### config.mk
export PLATFORM = sky130hd
export DESIGN_NAME = qspi_mem_target
export DESIGN_NICKNAME = d
export VERILOG_FILES = /design/src/rtl/qspi_pkg.sv /design/src/rtl/qspi_mem_target.sv
export SDC_FILE = /design/constraint.sdc
export NUM_CORES = 1
export LEC_CHECK = 0
export CAP_MARGIN = 40
export CORE_ASPECT_RATIO = 1.2
export CORE_MARGIN = 2
export CORE_UTILIZATION = 30
export CTS_BUF_LIST = sky130_fd_sc_hd__clkbuf_8
export DETAILED_ROUTE_END_ITERATION = 10
export PLACE_DENSITY = 0.59
export SYNTH_ARGS = -nofsm -noshare
export SYNTH_HDL_FRONTEND = slang
export SYNTH_SLANG_ARGS = --single-unit
export TNS_END_PERCENT = 50
### constraint.sdc
create_clock -name clk -period 1.7 [get_ports clk]
set_input_delay 0.34 -clock clk [delete_from_list [all_inputs] [get_ports clk]]
set_output_delay 0.34 -clock clk [all_outputs]
set_load 0.005 [all_outputs]
### src/rtl/qspi_pkg.sv
// Shared QSPI definitions used by the cache-line controller and the memory target.
// Holds command opcodes, frame field lengths and the target state encoding.
package qspi_pkg;

  localparam logic [7:0] QSPI_CMD_QREAD  = 8'hEB;
  localparam logic [7:0] QSPI_CMD_QWRITE = 8'h38;

  localparam int CMD_NIBBLES  = 2;
  localparam int ADDR_NIBBLES = 6;
  localparam int CNT_W        = 8;

  typedef enum logic [2:0] {
    ST_IDLE,
    ST_CMD,
    ST_ADDR,
    ST_DUMMY,
    ST_RDATA,
    ST_WDATA,
    ST_IGNORE
  } qspi_state_e;

endpackage

### src/rtl/qspi_mem_target.sv
// Quad-SPI memory responder: decodes quad read/write frames and serves them from an SRAM port.
// Runs on the system clock, which doubles as the QSPI clock.
module qspi_mem_target
  import qspi_pkg::*;
#(
  parameter int PA     = 24,
  parameter int MEM_AW = 16,
  parameter int DUMMY  = 4
) (
  input  logic              clk,
  input  logic              reset,
  input  logic              cs_n,
  input  logic [3:0]        io_in,
  output logic [3:0]        io_out,
  output logic              io_oe,
  output logic [MEM_AW-1:0] mem_addr,
  output logic              mem_re,
  input  logic [7:0]        mem_rdata,
  output logic              mem_we,
  output logic [7:0]        mem_wdata
);

  qspi_state_e       state_q, state_d;
  logic [CNT_W-1:0]  cnt_q, cnt_d;
  logic [PA-5:0]     sh_q, sh_d;
  logic              is_rd_q, is_rd_d;
  logic              armed_q, armed_d;
  logic              re_dly_q;
  logic [7:0]        buf_q, buf_d;
  logic [3:0]        io_out_q, io_out_d;
  logic              io_oe_q, io_oe_d;
  logic [MEM_AW-1:0] addr_q, addr_d;
  logic              re_q, re_d;
  logic              we_q, we_d;
  logic [7:0]        wdata_q, wdata_d;

  logic [PA-5:0]     sh_shift;
  logic [7:0]        byte_src;
  logic [7:0]        cmd_byte;

  always_ff @(posedge clk) begin
    if (reset) begin
      state_q  <= ST_IDLE;
      cnt_q    <= '0;
      sh_q     <= '0;
      is_rd_q  <= 1'b0;
      armed_q  <= 1'b0;
      re_dly_q <= 1'b0;
      buf_q    <= '0;
      io_out_q <= '0;
      io_oe_q  <= 1'b0;
      addr_q   <= '0;
      re_q     <= 1'b0;
      we_q     <= 1'b0;
      wdata_q  <= '0;
    end else begin
      state_q  <= state_d;
      cnt_q    <= cnt_d;
      sh_q     <= sh_d;
      is_rd_q  <= is_rd_d;
      armed_q  <= armed_d;
      re_dly_q <= re_q;
      buf_q    <= buf_d;
      io_out_q <= io_out_d;
      io_oe_q  <= io_oe_d;
      addr_q   <= addr_d;
      re_q     <= re_d;
      we_q     <= we_d;
      wdata_q  <= wdata_d;
    end
  end

  assign sh_shift = {sh_q[PA-9:0], io_in};
  assign cmd_byte = {sh_q[3:0], io_in};
  // SRAM data is only valid the cycle after a read strobe; afterwards it lives in buf_q.
  assign byte_src = re_dly_q ? mem_rdata : buf_q;

  always_comb begin
    state_d  = state_q;
    cnt_d    = cnt_q;
    sh_d     = sh_q;
    is_rd_d  = is_rd_q;
    armed_d  = armed_q;
    buf_d    = byte_src;
    io_out_d = io_out_q;
    io_oe_d  = io_oe_q;
    addr_d   = addr_q;
    re_d     = 1'b0;
    we_d     = 1'b0;
    wdata_d  = wdata_q;

    if (cs_n) begin
      state_d  = ST_IDLE;
      armed_d  = 1'b1;
      cnt_d    = '0;
      io_oe_d  = 1'b0;
      io_out_d = '0;
    end else begin
      unique case (state_q)
        ST_IDLE: begin
          // armed_q stays low after reset until chip select has been seen high.
          if (armed_q) begin
            state_d = ST_CMD;
            sh_d    = sh_shift;
            cnt_d   = CNT_W'(1);
          end
        end
        ST_CMD: begin
          sh_d  = sh_shift;
          cnt_d = cnt_q + CNT_W'(1);
          if (cnt_q == CNT_W'(CMD_NIBBLES - 1)) begin
            cnt_d = '0;
            if (cmd_byte == QSPI_CMD_QREAD) begin
              state_d = ST_ADDR;
              is_rd_d = 1'b1;
            end else if (cmd_byte == QSPI_CMD_QWRITE) begin
              state_d = ST_ADDR;
              is_rd_d = 1'b0;
            end else begin
              state_d = ST_IGNORE;
            end
          end
        end
        ST_ADDR: begin
          sh_d  = sh_shift;
          cnt_d = cnt_q + CNT_W'(1);
          if (cnt_q == CNT_W'(ADDR_NIBBLES - 1)) begin
            cnt_d  = '0;
            addr_d = MEM_AW'({sh_q, io_in});
            if (is_rd_q) begin
              state_d = ST_DUMMY;
              re_d    = 1'b1;
            end else begin
              state_d = ST_WDATA;
            end
          end
        end
        ST_DUMMY: begin
          cnt_d = cnt_q + CNT_W'(1);
          if (cnt_q == CNT_W'(DUMMY - 1)) begin
            state_d  = ST_RDATA;
            io_oe_d  = 1'b1;
            io_out_d = byte_src[7:4];
            re_d     = 1'b1;
            addr_d   = addr_q + MEM_AW'(1);
            cnt_d    = CNT_W'(1);
          end
        end
        ST_RDATA: begin
          // cnt_q[0] set means the low nibble of the current byte goes out next.
          cnt_d = cnt_q ^ CNT_W'(1);
          if (cnt_q[0]) begin
            io_out_d = buf_q[3:0];
          end else begin
            io_out_d = byte_src[7:4];
            re_d     = 1'b1;
            addr_d   = addr_q + MEM_AW'(1);
          end
        end
        ST_WDATA: begin
          sh_d  = sh_shift;
          cnt_d = cnt_q ^ CNT_W'(1);
          if (we_q) addr_d = addr_q + MEM_AW'(1);
          if (cnt_q[0]) begin
            we_d    = 1'b1;
            wdata_d = cmd_byte;
          end
        end
        ST_IGNORE: ;
        default: state_d = ST_IDLE;
      endcase
    end
  end

  assign io_out    = io_out_q;
  assign io_oe     = io_oe_q;
  assign mem_addr  = addr_q;
  assign mem_re    = re_q;
  assign mem_we    = we_q;
  assign mem_wdata = wdata_q;

endmodule

==> flow_metrics.env, run 1 <==
export IMPL_power_internal_mw=2.36
export IMPL_start_kind="register"
export IMPL_worstMarginPinSlew_ns=0.564
export IMPL_ys_flop_type="dfxtp_1"
export IMPL_holdPathEnd="cnt_q[0]"
export IMPL_worstPathCellList="inv_4 > ha_4 > and3b_2 > buf_6 > o2111ai_4 > a21oi_4 > buf_6 > nor2_4 > a311oi_2"
export IMPL_drc=0
export IMPL_path_class="register to register"
export IMPL_pwr_share_comb_pct=8.8
export IMPL_crit_path_top_delay_cell="dfxtp_4"
export IMPL_num_fill_cells=1043
export IMPL_relSlewSlack_pct=62.4
export IMPL_fin_ws_ns=-0.115
export IMPL_std_cell_rows=41
export IMPL_drt_vias_per_instance=5.06
export IMPL_cts_tree="yes"
export IMPL_drv_slew=0
export IMPL_worstReg2RegStart="cnt_q[1]"
export IMPL_layout_commonest_cell="buf_4"
export IMPL_ir_worst_vdd_uv=410
export IMPL_num_vias=3139
export IMPL_yosysSeqAreaShare_pct=39.6
export IMPL_fmax_ghz=0.551
export IMPL_synth_avg_cell_area_um2=8.39
export IMPL_placedInstanceArea_mm2=0.00426
export IMPL_drt_wl_total_um=9260
export IMPL_io_pins=46
export IMPL_finalHoldViolCount=0
export IMPL_grt_start_max_net_pins=52
export IMPL_postCtsHoldBufs=0
export IMPL_hold_depth=4
export IMPL_grt_antenna_before_repair=0
export IMPL_cts_root_buf="clkbuf_8"
export IMPL_drtPass1Iterations=4
export IMPL_power_share_switching_pct=26.4
export IMPL_gp_congestion=0.866
export IMPL_grt_use_met2_pct=28.3
export IMPL_hp_class="input pin to register"
export IMPL_min_period_over_period_pct=107
export IMPL_multiInputGateArea_mm2=0.00198
export IMPL_synth_distinct_cells=54
export IMPL_h_tree_depth=3
export IMPL_reg2regPathDepth=9
export IMPL_violations="negative setup slack"
export IMPL_drive_gt1_share_pct=27.5
export IMPL_grt_setup_unrepaired="yes"
export IMPL_syn_cell_area_mm2=0.00328
export IMPL_core_area_mm2=0.0106
export IMPL_finalNetCount=504
export IMPL_crit_start="cnt_q[1]"
export IMPL_drt_iter0_drc=159
export IMPL_power_switching_mw=0.846
export IMPL_p_per_area_mw_per_mm2=680
export IMPL_antenna_cells=0
export IMPL_cp_depth=9
export IMPL_worstPathMaxFanout=5
export IMPL_grt_pass1_wl_um=15300
export IMPL_cp_data_required_time_ns=1.96
export IMPL_cts_sinks=65
export IMPL_grt_pass1_vias=3159
export IMPL_met1_usage_pct=18.9
export IMPL_leakagePower_nw=1.79
export IMPL_r2r_end="mem_addr[1]"
export IMPL_met3_usage_pct=3.37
export IMPL_clockBufferDepth=2
export IMPL_yosysWarnings=0
export IMPL_ys_seq_elements=65
export IMPL_skew_ns=0.0119
export IMPL_async_flop_share_pct=0
export IMPL_critPathBufInv=3
export IMPL_hp_start="reset"
export IMPL_ant_nets=0
export IMPL_cp_top_family="compound AO/OA/AOI/OAI gates"
export IMPL_start_util_pct=31.1
export IMPL_p_clk_share_pct=42.8
export IMPL_cpPeakStageDelay_ns=0.37
export IMPL_power_frac_seq_pct=48.4
export IMPL_drv_cap=0
export IMPL_synth_nets=409
export IMPL_dieArea_mm2=0.0118
export IMPL_areaGrowthSynthToFinish_pct=43.7
export IMPL_path_common_cell="buf_6"
export IMPL_portBuffers=45
export IMPL_p_total_mw=3.21
export IMPL_regArea_mm2=0.00132
export IMPL_overflow=0
export IMPL_busiest_layer="met2"
export IMPL_synth_edf_count=0
export IMPL_postSynthCellCount=391
export IMPL_cp_arrival_ns=2.08
export IMPL_dp_hpwl_um=6440
export IMPL_clk_latency_ns=0.36
export IMPL_setup_violations=18
export IMPL_numCtsBuffers=9
export IMPL_status="finished with violations"
export IMPL_fin_area_mm2=0.00472
export IMPL_layout_common_cells="56 x buf_4, 54 x dfxtp_1, 53 x nor2_1"
export IMPL_finalCriticalPeriod_ns=1.82
export IMPL_worst_r2r_setup_slack_ns=-0.12
export IMPL_routedWlPerCell_um=14.9
export IMPL_grtUsageTotal_pct=16.2
export IMPL_setup_worst_path_end_class="register"
export IMPL_die_h_um=119
export IMPL_die_x_um=99.5
export IMPL_clk_pin_slew_ns=0.08
## worst register-to-register path: stages (launching register included)
cell and delay (ns):
dfxtp_4 0.37, inv_4 0.05, ha_4 0.12, and3b_2 0.21, buf_6 0.11, o2111ai_4 0.16, a21oi_4 0.27, buf_6 0.18
nor2_4 0.03, a311oi_2 0.23
## stage by stage
step	worst slack, ns	utilization (%)	hold WS [ns]	cells	setup TNS [ns]
4_1_cts	-0.127	44.4	0.387	622	-1.32
2_1_floorplan	0.00388	-	0.450	391	0
5_1_grt	-0.185	44.6	0.410	620	-2.70
3_5_place_dp	-0.234	40.3	0.468	598	-2.49
6_report	-0.115	44.6	0.390	620	-1.15
3_3_place_gp	-0.163	40.3	0.462	598	-1.85
## synthesized netlist by cell type (5+ instances only)
cell / count / area share, %
inv_1: 5 / 0.57
mux2i_1: 33 / 10
nor2_1: 54 / 6.2
a31oi_1: 5 / 0.95
a211oi_1: 8 / 1.8
clkbuf_1: 11 / 1.3
dfxtp_1: 65 / 40
buf_2: 5 / 0.76
buf_6: 6 / 2.1
nand2b_1: 5 / 0.95
nor3_1: 10 / 1.5
a21oi_1: 23 / 3.5
o22ai_1: 5 / 0.95
nand3_1: 16 / 2.4
nand4_1: 5 / 0.95
a21o_1: 6 / 1.4
o21ai_0: 27 / 4.1
nand2_1: 35 / 4.0
## worst max path at each step
stage                        end  slack [ns]
finish               mem_addr[1]       -0.12
global route        mem_addr[10]       -0.19
CTS                  mem_addr[9]       -0.13
detailed placement       is_rd_q       -0.23
global placement         is_rd_q       -0.16
floorplan             state_q[0]       0.004
## what timing repair did
| action | CTS | global route |
|---|---|---|
| buffers inserted | 6 | 0 |
| pin swaps | 11 | 15 |
| gates resized for setup | 34 | 28 |
| gates cloned | 2 | 1 |
| setup endpoints to repair | 23 | 35 |
## per-layer routing
layer	up-vias	part of all wire (%)
met4	0	2.5
met5	-	0
met3	18	3.3
met2	54	51
met1	1475	43
li1	1592	-
## power groups by stage
stage               clock network [mW]  logic [mW]  registers [mW]
floorplan                            0       0.136            1.59
global placement                     0       0.257            1.59
detailed placement                   0       0.259            1.59
CTS                               1.41       0.279            1.55
global route                      1.48       0.305            1.56
finish                            1.37       0.282            1.55
## logic make-up (layout without fill, tap and decap cells)
logic type      Yosys count  after routing  synth area share (%)
compound gates           95             95                  18.3
fa+ha+maj                 3              3                  1.14
buf+inv                  32            132                  5.87
flops                    65             65                  39.6
mux                      33             33                  10.1
simple gates            163            163                  24.9
## flip-flops by register name, indices dropped and copies added (netlist names)
name / flops
io_out: 4
re_dly_q: 1
is_rd_q: 1
cnt_q: 8
io_oe: 1
mem_addr: 16
mem_we: 1
armed_q: 1
state_q: 3
sh_q: 12
mem_wdata: 8
buf_q: 8
mem_re: 1
## final cells by class
class / instances / area share, %
well taps: 129 / 3.42
multi-input cells: 294 / 41.9
inverters: 5 / 0.451
repair buffers: 111 / 21.9
clock inverters: 7 / 1.67
clock buffers: 9 / 2.63
flip-flops and latches: 65 / 28.0
Note: power is estimated with default switching activity, not from simulation.
==> run 2: changes to the inputs <==
Settings changed: CELL_PAD_IN_SITES_DETAIL_PLACEMENT from default to 1, CELL_PAD_IN_SITES_GLOBAL_PLACEMENT from default to 1, CORE_ASPECT_RATIO 1.2 to 0.7, CORE_UTILIZATION 30 to 38, PLACE_DENSITY 0.59 to 0.86.
==> flow_metrics.env, run 2 (synthesis gave the netlist of run 1 again) <==
export IMPL_largest_reg_flops=16
export IMPL_relSlewSlack_pct=59.7
export IMPL_r2r_end="state_q[0]"
export IMPL_fin_ws_ns=-0.252
export IMPL_overflow=0
export IMPL_drt_iter0_drc=429
export IMPL_grt_pass1_wl_um=20000
export IMPL_p_per_area_mw_per_mm2=704
export IMPL_worstPathMaxFanout=4
export IMPL_critPathBufInv=1
export IMPL_dp_hpwl_um=7780
export IMPL_cts_root_buf="clkbuf_8"
export IMPL_antenna_cells=0
export IMPL_preCtsSetupSlack_ns=-0.391
export IMPL_skew_ns=0.0152
export IMPL_hp_class="input pin to register"
export IMPL_crit_path_end="state_q[0]"
export IMPL_grtUsageTotal_pct=28.2
export IMPL_grt_setup_unrepaired="yes"
export IMPL_leakagePower_nw=1.83
export IMPL_core_area_mm2=0.00841
export IMPL_clk_latency_ns=0.37
export IMPL_start_util_pct=39.0
export IMPL_ir_worst_vdd_uv=433
export IMPL_multiInputGateArea_mm2=0.00210
export IMPL_postCtsHoldBufs=0
export IMPL_grt_pass1_vias=3636
export IMPL_regArea_mm2=0.00132
export IMPL_std_cell_rows=28
export IMPL_worstReg2RegStart="cnt_q[1]"
export IMPL_finalNetCount=503
export IMPL_p_total_mw=3.40
export IMPL_worstPathCellList="inv_4 > ha_4 > and3b_2 > o211a_1 > o32ai_4 > or4_4 > a21oi_2"
export IMPL_cp_arrival_ns=2.24
export IMPL_numCtsBuffers=9
export IMPL_cpPeakStageDelay_ns=0.51
export IMPL_crit_start="cnt_q[1]"
export IMPL_violations="negative setup slack"
export IMPL_cts_tree="yes"
export IMPL_placedInstanceArea_mm2=0.00420
export IMPL_final_cells=594
export IMPL_path_class="register to register"
export IMPL_routedWlPerCell_um=24.7
export IMPL_reg2regPathDepth=7
export IMPL_portBuffers=45
export IMPL_layout_common_cells="52 x dfxtp_1, 52 x buf_4, 51 x nor2_1"
export IMPL_num_vias=3787
export IMPL_cp_top_family="simple AND/OR/NAND/NOR gates"
export IMPL_setup_violations=31
export IMPL_gp_congestion=0.932
export IMPL_utilization_pct=57.5
export IMPL_drive_gt1_share_pct=31.1
export IMPL_grt_antenna_before_repair=1
export IMPL_dp_cells=572
export IMPL_worstMarginPinSlew_ns=0.605
export IMPL_drc=0
export IMPL_fmax_ghz=0.512
export IMPL_holdWs_ns=0.468
export IMPL_finalCriticalPeriod_ns=1.95
export IMPL_status="finished with violations"
export IMPL_finalHoldViolCount=0
export IMPL_die_h_um=81.8
export IMPL_num_fill_cells=960
export IMPL_start_kind="register"
export IMPL_min_period_over_period_pct=115
export IMPL_cts_sinks=65
export IMPL_tns_ns=-4.00
export IMPL_fin_area_mm2=0.00484
export IMPL_worst_r2r_setup_slack_ns=-0.25
export IMPL_ant_nets=0
export IMPL_drtPass1Iterations=5
export IMPL_cp_depth=7
export IMPL_clockBufferDepth=2
export IMPL_drt_wl_total_um=14700
export IMPL_h_tree_depth=3
export IMPL_die_x_um=115
export IMPL_setup_worst_path_end_class="register"
export IMPL_areaGrowthSynthToFinish_pct=47.4
export IMPL_clk_pin_slew_ns=0.07
export IMPL_drv_cap=0
export IMPL_drv_slew=0
export IMPL_cp_data_required_time_ns=1.98
export IMPL_drt_vias_per_instance=6.38
export IMPL_grt_start_max_net_pins=52
export IMPL_io_pins=46
export IMPL_crit_path_top_delay_cell="or4_4"
export IMPL_dieArea_mm2=0.00941
-- run 2: cell types whose count changed in the layout (fill, tap and decap cells not counted), moves of 3 or more --
cell / change
nand3_1: -3
buf_4: -4
nand2_2: +3
o21ai_1: +5
o21ai_2: -4
a21oi_1: +4
mux2i_1: -3
a21oi_2: -3
nand2_1: -3
-- run 2: final cells by class --
cell class | instances | area share (%)
Sequential cell | 65 | 27.3
Multi-Input combinational cell | 295 | 43.4
Clock inverter | 6 | 1.91
Tap cell | 105 | 2.72
Timing Repair Buffer | 109 | 21.6
Clock buffer | 9 | 2.56
Inverter | 5 | 0.440
-- run 2: tightest hold or removal path, stage by stage --
cell      delay [ns]
buf_2           0.13
nor2_1          0.09
o21ai_0         0.13
a311oi_2        0.08
-- run 2: what timing repair did --
action	in CTS	in global routing
resized for setup	40	51
cloned	1	1
endpoints found under the setup margin	28	49
setup buffers	5	2
pin swaps	7	16
-- run 2: where the power goes --
group | switching, mW | internal [mW]
clock | 0.689 | 0.825
combinational | 0.182 | 0.144
sequential | 0.0281 | 1.54
-- run 2: worst min path at each step --
stage                          end  cells past startpoint      from  slack [ns]
final                     cnt_q[0]                      4     reset        0.47
after global routing      cnt_q[0]                      4     reset        0.49
after CTS                 cnt_q[0]                      4     reset        0.38
after detailed placement     io_oe                      2     io_oe        0.47
after global placement    buf_q[4]                      2  buf_q[4]        0.46
after floorplan           buf_q[4]                      2  buf_q[4]        0.45
-- run 2: per-layer routing --
metal / wire (um) / up-vias / global-route usage, %
met1: 6010 / 1843 / 36.0
met5: 0 / - / 0
met2: 6570 / 265 / 45.7
met4: 832 / 0 / 12.0
met3: 1290 / 82 / 6.94
li1: - / 1597 / -
==> run 3: changes to the inputs <==
Settings changed: ABC_CLOCK_PERIOD_IN_PS from default to 1700.
==> results of run 3 <==
No change in the layout: final DEF, timing and power equal those of run 2.
==> RTL edit (settings of run 2) <==
`buf_q` no longer has a reset.
--- a/src/rtl/qspi_mem_target.sv
+++ b/src/rtl/qspi_mem_target.sv
@@ -46,7 +46,6 @@
       is_rd_q  <= 1'b0;
       armed_q  <= 1'b0;
       re_dly_q <= 1'b0;
-      buf_q    <= '0;
       io_out_q <= '0;
       io_oe_q  <= 1'b0;
       addr_q   <= '0;
@@ -60,7 +59,6 @@
       is_rd_q  <= is_rd_d;
       armed_q  <= armed_d;
       re_dly_q <= re_q;
-      buf_q    <= buf_d;
       io_out_q <= io_out_d;
       io_oe_q  <= io_oe_d;
       addr_q   <= addr_d;
@@ -68,6 +66,10 @@
       we_q     <= we_d;
       wdata_q  <= wdata_d;
     end
+  end
+
+  always_ff @(posedge clk) begin
+    buf_q <= buf_d;
   end
 
   assign sh_shift = {sh_q[PA-9:0], io_in};
Behaviour: same outputs for any inputs over 10 cycles, from zero or initial values and one cycle with reset high; that may be too few to reach the edited logic, so the function may still have changed.
==> RTL edit against run 2 <==
The run still ends with setup timing left; sequential share of layout area increased by 1.4 points; synthesized area increased by 2.7%; power decreased by 2.1%; maximum frequency increased by 3.7%; worst setup slack improved by 0.069 ns; cell count increased by 2.2%; sequential cell count unchanged; routed wire length decreased by 18%; combinational power increased by 29%; core utilization decreased by 1.9 points; cell area decreased by 1.7%; critical path depth unchanged; via count decreased by 10%; largest power group unchanged.
==> RTL edit: results <==
group,metric,value,unit
timing,fin_skew,0.01335,ns
timing,finalSetupTns,-1.981,ns
clock_network,cts.repair.resized,21,
global_routing,antenna_found_initial,0,
timing,maxSlewHeadroom,69.59,%
clock_network,cts_setup_buffers,4,
yosys,synth_common_cells,"61 x dfxtp_1, 51 x nor2_1, 28 x nand2_1",
timing,setup_viol,29,
global_routing,grt_use_total,25.38,%
yosys,synth_area_leaders,"dfxtp_1 36%, mux2i_1 7.4%, nor2_1 5.7%",
global_routing,grt_pass1_vias,3524,
global_routing,grt_first_pass_wirelength,18.95,mm
status,violations,"setup timing",
route,first_iter_violations,190,
pwr,leakage,1.966,nW
timing,layout_setup_ws,-0.1833,ns
route,wl_met3,728,um
global_routing,gr-usage-met2,39.64,%
cells_and_area,design_area,0.004752,mm^2
global_routing,grt_max_degree,27,
cells_and_area,final_nets,500,
global_routing,met3_usage,5.620,%
placed_design,place_ws,-0.1684,ns
route,vias_per_cell,5.610,
worst_setup_path,crit_fanout,3,
placed_design,gp_congestion,0.8443,
cells_and_area,final_cells,607,
cells_and_area,final_layout_size_suffix_gt1_share,29.77,%
worst_setup_path,crit_arrival,2.13,ns
yosys,seq_area_frac_synth,39.79,%
pwr,ir_drop,0.4881,mV
min_path,min_path_type,"reg -> reg",
route,routedLengthMet1,5.443,mm
route,route.detailed.wl_per_inst,19.94,um
route,route.met2.wl,5.749,mm
placed_design,place_inst,585,
global_routing,gr-usage-met1,35.37,%
yosys,ys_types,67,
yosys,syn_nets,394,
yosys,synth_edf_count,4,
status,status,"complete, but fails checks",
worst_setup_path,path_delay_family,"compound AO/OA/AOI/OAI gates",
worst_setup_path,cp_slowest_cell,"or4b_4",
## RTL edit: changes by cell type after synthesis, moves of 4 or more
cell | before | now
and3_1 | 4 | 11
nand2b_1 | 5 | 1
nand2_1 | 35 | 28
mux2_2 | 0 | 8
nand3_1 | 16 | 11
o21ai_0 | 27 | 16
dfxtp_1 | 65 | 61
o22ai_1 | 5 | 1
mux2i_1 | 33 | 25
buf_2 | 5 | 1
edfxtp_1 | 0 | 4
a211oi_1 | 8 | 2
## RTL edit: final timing paths
kind / start / end / slack (ns) / depth (start not counted)
setup reg to reg: cnt_q[1]$_SDFFE_PP0P_ / cnt_q[7]$_SDFFE_PP0P_ / -0.18 / 7
hold / removal: io_oe$_SDFFE_PP0P_ / io_oe$_SDFFE_PP0P_ / 0.45 / 2
setup / recovery: cnt_q[1]$_SDFFE_PP0P_ / cnt_q[7]$_SDFFE_PP0P_ / -0.18 / 7
hold reg to reg: io_oe$_SDFFE_PP0P_ / io_oe$_SDFFE_PP0P_ / 0.45 / 2
## RTL edit: kinds of logic after synthesis
| kind of cell | count (synthesis) | synth area share, % |
|---|---|---|
| AOI/OAI and AO/OA | 85 | 17.19 |
| xor gates and xnor gates | 3 | 0.7797 |
| adders and majority gates | 3 | 1.114 |
| buffers and inverters | 27 | 4.491 |
| DFF | 65 | 39.79 |
| muxes | 34 | 10.76 |
| and+or+nand+nor | 159 | 25.87 |
## RTL edit: power by group
group	internal, W	switching, W	leakage [nW]
logic	0.000210	0.000211	1.32
clock network	0.000696	0.000614	0.110
registers	0.00157	0.0000283	0.537
## RTL edit: area by class of cell
cell class,instances,area share [%]
multi-input combinational,284,41.92
sequential,65,28.70
timing repair buffer,117,21.85
tap,120,3.160
clock buffer,10,2.896
clock inverter,6,1.080
inverter,5,0.3949
